`config.mk`:
```
export PLATFORM = sky130hd
export DESIGN_NAME = pulse_peak_detector
export DESIGN_NICKNAME = d
export VERILOG_FILES = /design/src/rtl/pulse_peak_pkg.sv /design/src/rtl/pulse_peak_detector_sample_strobe.sv /design/src/rtl/pulse_peak_detector.sv
export SDC_FILE = /design/constraint.sdc
export NUM_CORES = 1
export LEC_CHECK = 0
export BUFFER_PORTS_ARGS = -buffer_cell sky130_fd_sc_hd__buf_4
export CAP_MARGIN = 10
export CELL_PAD_IN_SITES_DETAIL_PLACEMENT = 1
export CELL_PAD_IN_SITES_GLOBAL_PLACEMENT = 2
export CORE_UTILIZATION = 38
export DETAILED_ROUTE_END_ITERATION = 8
export GPL_TIMING_DRIVEN = 0
export PLACE_DENSITY_LB_ADDON = 0.1
export SLEW_MARGIN = 20
export SYNTH_ARGS = -nofsm -noshare
export SYNTH_HDL_FRONTEND = slang
export SYNTH_SLANG_ARGS = --single-unit
```
`constraint.sdc`:
```
create_clock -name clk -period 5 [get_ports clk]
set_clock_uncertainty 0.15 [all_clocks]
set_input_delay 1.25 -clock clk [delete_from_list [all_inputs] [get_ports clk]]
set_output_delay 1.25 -clock clk [all_outputs]
set_load 0.02 [all_outputs]
```
`src/rtl/pulse_peak_pkg.sv`:
```
// Shared types, default widths and helpers for the pulse peak detector.
// The width defaults match the DC blocker upstream.
package pulse_peak_pkg;

    typedef enum logic [1:0] {
        IDLE  = 2'd0,
        ARMED = 2'd1,
        PULSE = 2'd2,
        DEAD  = 2'd3
    } state_t;

    localparam int DEFAULT_WIDTH       = 12;
    localparam int DEFAULT_TIME_WIDTH  = 16;
    localparam int DEFAULT_COUNT_WIDTH = 32;

    // Increment value, holding at the all-ones value of a 'bits'-wide field.
    function automatic logic [63:0] sat_inc(input logic [63:0] value, input int unsigned bits);
        logic [63:0] max_v;
        max_v = (bits >= 32'd64) ? {64{1'b1}} : ((64'd1 << bits) - 64'd1);
        return (value >= max_v) ? max_v : (value + 64'd1);
    endfunction

endpackage

```
`src/rtl/pulse_peak_detector_sample_strobe.sv`:
```
// Rising-edge detector on the sample-rate square wave; s is high for one clk
// per sample.
module sample_strobe (
    input  logic clk,
    input  logic reset,
    input  logic sampl_freq,
    output logic s
);

    logic sampl_freq_d_r;

    // Delayed copy of the sample clock for edge detection.
    always_ff @(posedge clk or negedge reset) begin
        if (!reset) begin
            sampl_freq_d_r <= 1'b0;
        end else begin
            sampl_freq_d_r <= sampl_freq;
        end
    end

    assign s = sampl_freq & ~sampl_freq_d_r;

endmodule

```
`src/rtl/pulse_peak_detector.sv`:
```
// Hysteresis-triggered pulse finder: reports peak amplitude and trigger-to-peak
// sample count per pulse, then waits a programmable dead time before re-arming.
module pulse_peak_detector
    import pulse_peak_pkg::*;
#(
    parameter int width       = DEFAULT_WIDTH,
    parameter int time_width  = DEFAULT_TIME_WIDTH,
    parameter int count_width = DEFAULT_COUNT_WIDTH
) (
    input  logic                    clk,
    input  logic                    reset,
    input  logic                    sampl_freq,
    input  logic                    enable,
    input  logic signed [width-1:0] data_in,
    input  logic signed [width-1:0] threshold_high,
    input  logic signed [width-1:0] threshold_low,
    input  logic [time_width-1:0]   dead_time,
    output logic signed [width-1:0] peak_value,
    output logic [time_width-1:0]   peak_time,
    output logic                    peak_valid,
    output logic                    busy,
    output logic [count_width-1:0]  event_count
);

    localparam logic [time_width-1:0] TIME_ZERO = {time_width{1'b0}};
    localparam logic [time_width-1:0] TIME_ONE  = {{(time_width-1){1'b0}}, 1'b1};

    logic                    s_s;
    state_t                  state_r, state_s;
    logic signed [width-1:0] peak_reg_r, peak_reg_s;
    logic [time_width-1:0]   rise_cnt_r, rise_cnt_s, rise_inc_s;
    logic [time_width-1:0]   peak_t_r, peak_t_s;
    logic [time_width-1:0]   dead_cnt_r, dead_cnt_s;
    logic [count_width-1:0]  count_inc_s;
    logic                    report_s;

    sample_strobe u_strobe (
        .clk        (clk),
        .reset      (reset),
        .sampl_freq (sampl_freq),
        .s          (s_s)
    );

    // Next-state and pulse bookkeeping; enable low overrides everything.
    always_comb begin
        state_s     = state_r;
        peak_reg_s  = peak_reg_r;
        rise_cnt_s  = rise_cnt_r;
        peak_t_s    = peak_t_r;
        dead_cnt_s  = dead_cnt_r;
        report_s    = 1'b0;
        rise_inc_s  = time_width'(sat_inc(64'(rise_cnt_r), time_width));
        count_inc_s = count_width'(sat_inc(64'(event_count), count_width));
        if (!enable) begin
            state_s = IDLE;
        end else begin
            case (state_r)
                IDLE: begin
                    state_s = ARMED;
                end
                ARMED: begin
                    if (s_s && (data_in >= threshold_high)) begin
                        state_s    = PULSE;
                        peak_reg_s = data_in;
                        rise_cnt_s = TIME_ZERO;
                        peak_t_s   = TIME_ZERO;
                    end else begin
                        state_s = ARMED;
                    end
                end
                PULSE: begin
                    if (s_s) begin
                        rise_cnt_s = rise_inc_s;
                        // Strictly greater, so ties keep the earliest peak.
                        if (data_in > peak_reg_r) begin
                            peak_reg_s = data_in;
                            peak_t_s   = rise_inc_s;
                        end else begin
                            peak_reg_s = peak_reg_r;
                        end
                        if (data_in < threshold_low) begin
                            report_s = 1'b1;
                            if (dead_time == TIME_ZERO) begin
                                state_s = ARMED;
                            end else begin
                                state_s    = DEAD;
                                dead_cnt_s = dead_time;
                            end
                        end else begin
                            state_s = PULSE;
                        end
                    end else begin
                        state_s = PULSE;
                    end
                end
                DEAD: begin
                    if (s_s) begin
                        dead_cnt_s = dead_cnt_r - TIME_ONE;
                        if (dead_cnt_r == TIME_ONE) begin
                            state_s = ARMED;
                        end else begin
                            state_s = DEAD;
                        end
                    end else begin
                        state_s = DEAD;
                    end
                end
                default: begin
                    state_s = IDLE;
                end
            endcase
        end
    end

    // State, pulse tracking and registered outputs.
    always_ff @(posedge clk or negedge reset) begin
        if (!reset) begin
            state_r     <= IDLE;
            peak_reg_r  <= {width{1'b0}};
            rise_cnt_r  <= TIME_ZERO;
            peak_t_r    <= TIME_ZERO;
            dead_cnt_r  <= TIME_ZERO;
            peak_value  <= {width{1'b0}};
            peak_time   <= TIME_ZERO;
            peak_valid  <= 1'b0;
            busy        <= 1'b0;
            event_count <= {count_width{1'b0}};
        end else begin
            state_r    <= state_s;
            peak_reg_r <= peak_reg_s;
            rise_cnt_r <= rise_cnt_s;
            peak_t_r   <= peak_t_s;
            dead_cnt_r <= dead_cnt_s;
            peak_valid <= report_s;
            busy       <= (state_s == PULSE) || (state_s == DEAD);
            if (report_s) begin
                peak_value  <= peak_reg_s;
                peak_time   <= peak_t_s;
                event_count <= count_inc_s;
            end
        end
    end

endmodule

```
==> summary.md, run 1 <==
| Metric | Value |
|---|---|
| CTS max path bufs | `2` |
| Die area | `19,400 sq um` |
| Pre-antenna DRT Iters | `9` |
| Die extent in y | `139 microns` |
| WL per Instance | `18.7 microns` |
| Initial DRC Count | `289` |
| CP cell instances | `buf_4 -> ha_1 -> a2111oi_2 -> o21ai_1 -> a211oi_2 -> o21ai_4 -> inv_2 -> buf_4 -> nand2_1 -> o31ai_1 -> o21ai_0` |
| Synth top area cells | `dfrtp_1 (44%), ha_1 (7.5%), nand2_1 (5.4%)` |
| # port buffers | `117` |
| Vias in the first global route | `6,846` |
| CP Class | `in2reg` |
| Site Rows | `49` |
| Number of antenna violations at the first check in global routing | `0` |
| Setup TNS | `0 ns` |
| Placed Cells | `1,112` |
| Worst Hold Class | `reg2reg` |
| Synth Net Count | `864` |
| GRT overflow | `0` |
| Comb pwr share | `9.4%` |
| DP Area | `8350 sq um` |
| Worst relative slew slack | `53.9%` |
| H-Tree Depth | `4` |
| Layout area overhead | `25.4%` |
| Sw Share | `24.0%` |
| Total Routed Length | `21,400 microns` |
| CP Data Arrival Time | `3.83 ns` |
| Clock slew seen by the registers of the worst setup and hold paths | `0.06 ns` |
| Commonest non-fill, non-tap cell in the layout | `dfrtp_1` |
| Number of hold buffers added after CTS | `0` |
| WHS | `0.325 ns` |
| Starting density of the core | `39.3%` |
| Commonest cells after routing, fill and taps aside | `dfrtp_1 (125), buf_4 (120), nand2_1 (102), inv_1 (53), a21oi_1 (50)` |
| Final setup viols | `0` |
| Psw | `0.623 mW` |
| Nature of the critical path endpoint | `register` |
| Top-area cell type share of the netlist area | `43.7%` |
| Worst setup SP type | `input pin` |
| Max-cap violations | `0` |
| DRC viols | `7` |
| # fillers | `2,096` |
| Final nets | `1,001` |
| Leakage | `4.32 nW` |
| Yosys warning total | `0` |
| Critical-path maximum fanout | `10` |
| Layout cells sized above 1 | `22.7%` |
| Design Area, Final | `8970 sq um` |
| Num CTS Buffers | `17` |
| Number of slew-limit violations in the final report | `0` |
| Yosys cell types | `67` |
| Status | `finished, violations left` |
| CTS Sinks | `125` |
| Largest net degree at the start of global routing | `78` |
| RSZ-0062 raised after global routing | `false` |
| Max VDD drop | `0.223 mV` |
| Period utilisation layout | `73.8%` |
| Yosys top cell by area | `dfrtp_1` |
| Violated checks | `DRC` |
| Critical-path cell with the highest stage delay | `a211oi_2` |
| Post-synth ARST share | `100%` |
| CORE AREA | `18,200 sq um` |
| Minimum clock period | `3.69 ns` |
| Pwr dens | `289 nW/um^2` |
| Top cell by count, worst path | `buf_4` |
| Non-filler instance count after layout | `1,144` |
| First-pass GRT wire length | `35,800 microns` |
| Clk Latency, worst-skew pair | `0.42 ns` |
| Post-synthesis instance total | `765` |
| Io pins | `118` |
| CTS root buf | `clkbuf_16` |
| Core Util, Final | `49.3%` |
| ANT nets after route | `0` |
| DP HPWL | `15,800 microns` |
| Slowest stage delay, CP | `0.40 ns` |
| Post-synth EDFFs | `0` |
| Total setup buffers inserted after CTS | `0` |
| Worst Tran Pin Value | `0.688 ns` |
| # diodes | `0` |
| Hold Violations, Final | `0` |
| Routability congestion estimate | `0.831` |
| Post-CTS resize count | `0` |
| CTS tree | `done` |
| Syn_area_per_cell | `9.35 sq um` |
| Total GRT Usage | `23.3%` |
| Highest clock rate | `271 MHz` |
| Vias per cell | `5.60` |
| Via Count | `6,402` |
| Clock network power share | `49.8%` |
| Pint | `1.97 mW` |
| Die Span X | `139 microns` |
| Post-synth top flop | `dfrtp_1` |
| Mapped cell area | `7150 sq um` |
| Sequential share of power | `40.8%` |
| Seq/Total Area, Yosys | `43.7%` |
| CP Data Required Time | `5.13 ns` |
| Yosys reg bits | `125` |
critical path, delay by kind of cell:
kind / cells / cell delay [ns]
and+or+nand+nor: 1 / 0.20
adders and majority gates: 1 / 0.33
buffers and inverters: 3 / 0.54
AOI/OAI and AO/OA: 6 / 1.50
synth_stat cells (8+ instances only):
cell        n
dfrtp_1   125
nand2_1   102
inv_1      53
a21oi_1    50
ha_1       43
nor2_1     38
nand3_1    36
o21ai_0    30
mux2_2     26
nand4_1    25
nor3_1     20
xnor2_1    15
a22o_1     14
nor4_1     14
clkbuf_1   12
buf_2      11
and3_1     10
and4_1     10
a31oi_1     9
nand2b_1    9
o31ai_1     9
a21o_1      8
o22ai_1     8
stage by stage:
step / setup WS [ns] / power [mW]
final: 1.31 / 2.60
after global routing: 1.09 / 2.71
after CTS: 1.29 / 2.63
after detailed placement: 0.868 / 1.32
after global placement: 0.925 / 1.31
after floorplan: 1.53 / 1.20
final timing paths:
| path | start | to | slack [ns] | cells past startpoint |
|---|---|---|---|---|
| setup / recovery | data_in[5] | event_count[31] | 1.31 | 11 |
| hold / removal | peak_time[9] | peak_time[9] | 0.32 | 2 |
| setup reg to reg | peak_reg_r[1] | peak_value[9] | 2.08 | 10 |
| hold reg to reg | peak_time[9] | peak_time[9] | 0.32 | 2 |
| max in group asynchronous | reset | event_count[30] | 3.39 | 2 |
| min in group asynchronous | reset | peak_value[5] | 0.58 | 1 |
layout make-up:
cell class                 instances  area [sq um]  area share [%]
clock inverter                    10           136            1.52
timing repair buffer             118           913            10.2
clock buffer                      22           484            5.40
sequential                       125          3130            34.9
tap                              229           287            3.19
buffer                            28           141            1.58
multi-input combinational        558          3680            41.0
inverter                          54           203            2.26
logic make-up after synthesis:
family / Yosys count / share of synthesized area [%]
flops: 125 / 43.7
buf+inv: 82 / 4.81
simple gates: 289 / 20.1
xor+xnor: 21 / 2.57
fa+ha+maj: 43 / 7.52
mux: 32 / 5.04
compound gates: 173 / 16.3
flip-flops by register name (all words and copies together) (netlist names):
signal / count
busy: 1
state_r: 2
peak_reg_r: 12
rise_cnt_r: 16
dead_cnt_r: 16
peak_time: 16
peak_t_r: 16
event_count: 32
u_strobe.sampl_freq_d_r: 1
peak_valid: 1
peak_value: 12
power groups by stage:
stage	clock network [mW]	registers [mW]	logic [mW]
final	1.29	1.06	0.243
after global routing	1.37	1.06	0.277
after CTS	1.33	1.06	0.248
after detailed placement	0	1.08	0.244
after global placement	0	1.08	0.231
after floorplan	0	1.07	0.129
routing by layer:
layer,vias to the layer above,wire [microns],GRT usage [%]
met5,-,0,0
met4,0,216,6.55
met3,16,736,5.16
met2,105,10800,39.8
met1,3231,9680,29.6
li1,3050,-,-
Power figures use the tool's default switching activity.
==> run 2: changes to the inputs <==
- CORE_UTILIZATION: 38 -> 32
- clock period: 5 -> 3.3 ns (I/O delays scaled with it)
==> run 2 against run 1 <==
Against the previous run: the run now ends clean; sequential power up 51%; via count down 1.4%; count of clock-buffer cells in the layout down 4; largest cell class unchanged; critical endpoint is now dead_cnt_r[2].
==> summary.md, run 2 (synthesis gave the netlist of run 1 again) <==
| Metric | Value |
|---|---|
| CTS max path bufs | `2 (unchanged)` |
| Max VDD drop | `0.336 mV (was 0.223 mV)` |
| WHS | `0.106 ns (was 0.325 ns)` |
| Number of antenna violations at the first check in global routing | `0 (unchanged)` |
| Clock slew seen by the registers of the worst setup and hold paths | `0.06 ns (about the same)` |
| Final worst-path setup slack | `0.147 ns (was 1.31 ns)` |
| CTS root buf | `clkbuf_16 (unchanged)` |
| Final setup viols | `0 (unchanged)` |
| Status | `completed (was finished, violations left)` |
| Clock network power share | `48.5% (was 49.8%)` |
| Worst Tran Pin Value | `0.711 ns (was 0.688 ns)` |
| Commonest cells after routing, fill and taps aside | `dfrtp_1 (125), buf_4 (120), nand2_1 (102), inv_1 (53), a21oi_1 (50) (unchanged)` |
| Routability congestion estimate | `0.826 (was 0.831)` |
| Clk Latency, worst-skew pair | `0.43 ns (was 0.42 ns)` |
| Initial DRC Count | `196 (was 289)` |
| Number of slew-limit violations in the final report | `0 (unchanged)` |
| Pint | `2.84 mW (was 1.97 mW)` |
| Reg-to-reg slack, setup | `0.38 ns (was 2.08 ns)` |
| Comb pwr share | `9.7% (was 9.4%)` |
| Num CTS Buffers | `17 (unchanged)` |
| # diodes | `0 (unchanged)` |
| Setup TNS | `0 ns (unchanged)` |
| Die extent in y | `152 microns (was 139 microns)` |
| Hold Violations, Final | `0 (unchanged)` |
| Io pins | `118 (unchanged)` |
| Psw | `1.00 mW (was 0.623 mW)` |
| Vias in the first global route | `6,741 (was 6,846)` |
| WL per Instance | `18.5 microns (was 18.7 microns)` |
| Largest net degree at the start of global routing | `94 (was 78)` |
| Final nets | `1,003 (was 1,001)` |
| Largest reg by FF count | `event_count (unchanged)` |
| Total Routed Length | `22,100 microns (was 21,400 microns)` |
| Layout area overhead | `26.3% (was 25.4%)` |
| CP Data Required Time | `3.44 ns (was 5.13 ns)` |
| DP HPWL | `16,300 microns (was 15,800 microns)` |
| CTS tree | `done (unchanged)` |
| Placed Cells | `1,163 (was 1,112)` |
| CORE AREA | `21,900 sq um (was 18,200 sq um)` |
| CTS Sinks | `125 (unchanged)` |
| Worst Hold Class | `in2async (was reg2reg)` |
| Layout cells sized above 1 | `23.0% (was 22.7%)` |
| CP Data Arrival Time | `3.30 ns (was 3.83 ns)` |
| Worst setup SP type | `input pin (unchanged)` |
| Critical-path maximum fanout | `10 (unchanged)` |
| Highest clock rate | `317 MHz` |
| Vias per cell | `5.27 (was 5.60)` |
| Period utilisation layout | `95.6%` |
| Max-cap violations | `0 (unchanged)` |
| Die area | `23,000 sq um (was 19,400 sq um)` |
| Pwr dens | `425 nW/um^2 (was 289 nW/um^2)` |
| Number of hold buffers added after CTS | `0 (unchanged)` |
| First-pass GRT wire length | `36,500 microns (was 35,800 microns)` |
| CP Class | `in2reg (unchanged)` |
| Total GRT Usage | `20.7% (was 23.3%)` |
| PnR Total Power | `3.84 mW (was 2.60 mW)` |
| GRT overflow | `0 (unchanged)` |
| Non-filler instance count after layout | `1,197 (was 1,144)` |
| H-Tree Depth | `4 (unchanged)` |
| Nature of the critical path endpoint | `register (unchanged)` |
| DRC viols | `0 (was 7)` |
| Leakage | `4.31 nW (was 4.32 nW)` |
| Max FFs per register | `32 (unchanged)` |
| Worst relative slew slack | `52.3% (was 53.9%)` |
| Post-place setup slack | `-0.472 ns (was 0.868 ns)` |
| ANT nets after route | `0 (unchanged)` |
| Die Span X | `152 microns (was 139 microns)` |
| # fillers | `2,556 (was 2,096)` |
| Sw Share | `26.1% (was 24.0%)` |
| Sequential share of power | `41.8% (was 40.8%)` |
| Minimum clock period | `3.15 ns` |
| Pre-antenna DRT Iters | `4 (was 9)` |
| Via Count | `6,311 (was 6,402)` |
| Starting density of the core | `32.7% (was 39.3%)` |
| Commonest non-fill, non-tap cell in the layout | `dfrtp_1 (unchanged)` |
| Site Rows | `54 (was 49)` |
| # port buffers | `117 (unchanged)` |
[run 2: worst paths after layout]
check                                endpoint           from  depth (start not counted)
min in group clk                 peak_t_r[15]   peak_t_r[15]                          1
worst min-delay path            peak_value[5]          reset                          1
worst min register to register   peak_t_r[15]   peak_t_r[15]                          1
worst max-delay path            dead_cnt_r[2]     data_in[5]                         11
max in group asynchronous         peak_t_r[9]          reset                          2
worst max register to register  peak_value[2]  peak_reg_r[1]                         10
[run 2: critical path, cell delays in order]
cell and delay, ns:
buf_4 0.13, ha_1 0.33, a2111oi_2 0.37, o21ai_1 0.18, a211oi_2 0.24, buf_4 0.16, nor2_1 0.06, o21ai_2 0.32
buf_4 0.25, buf_2 0.27, o221ai_1 0.15
[run 2: final cells by class]
type                            instances  area, sq um  area share, %
Buffer                                 28          145           1.61
Tap cell                              280          350           3.88
Multi-Input combinational cell        558         3690           40.8
Timing Repair Buffer                  120          941           10.4
Clock inverter                         14          146           1.62
Inverter                               54          205           2.27
Sequential cell                       125         3130           34.6
Clock buffer                           18          429           4.75
[run 2: per-stage QoR]
step | area (sq um) | util (%)
detailed placement | 8420 | 38.5
global placement | 8380 | 38.3
global route | 9030 | 41.3
finish | 9030 | 41.3
floorplan | 7150 | -
CTS | 9000 | 41.1
[run 2: what timing repair did]
action,in CTS,in global routing
setup endpoints to repair,1,27
endpoints found under the hold margin,0,0
gates resized for setup,0,3
setup buffers,1,1
pin swaps,1,1
[run 2: routing by layer]
layer	vias to the layer above	routed length (microns)	track usage, %
met5	-	0	0
met4	0	257	5.30
met3	29	740	4.13
met2	102	10800	34.9
met1	3139	10300	27.1
li1	3041	-	-
[run 2: power groups by stage]
stage	Sequential, mW	Combinational (mW)	Clock, mW
after CTS	1.60	0.378	1.91
after floorplan	1.63	0.196	0
after detailed placement	1.63	0.374	0
after global routing	1.61	0.426	1.97
final	1.60	0.371	1.86
after global placement	1.63	0.355	0
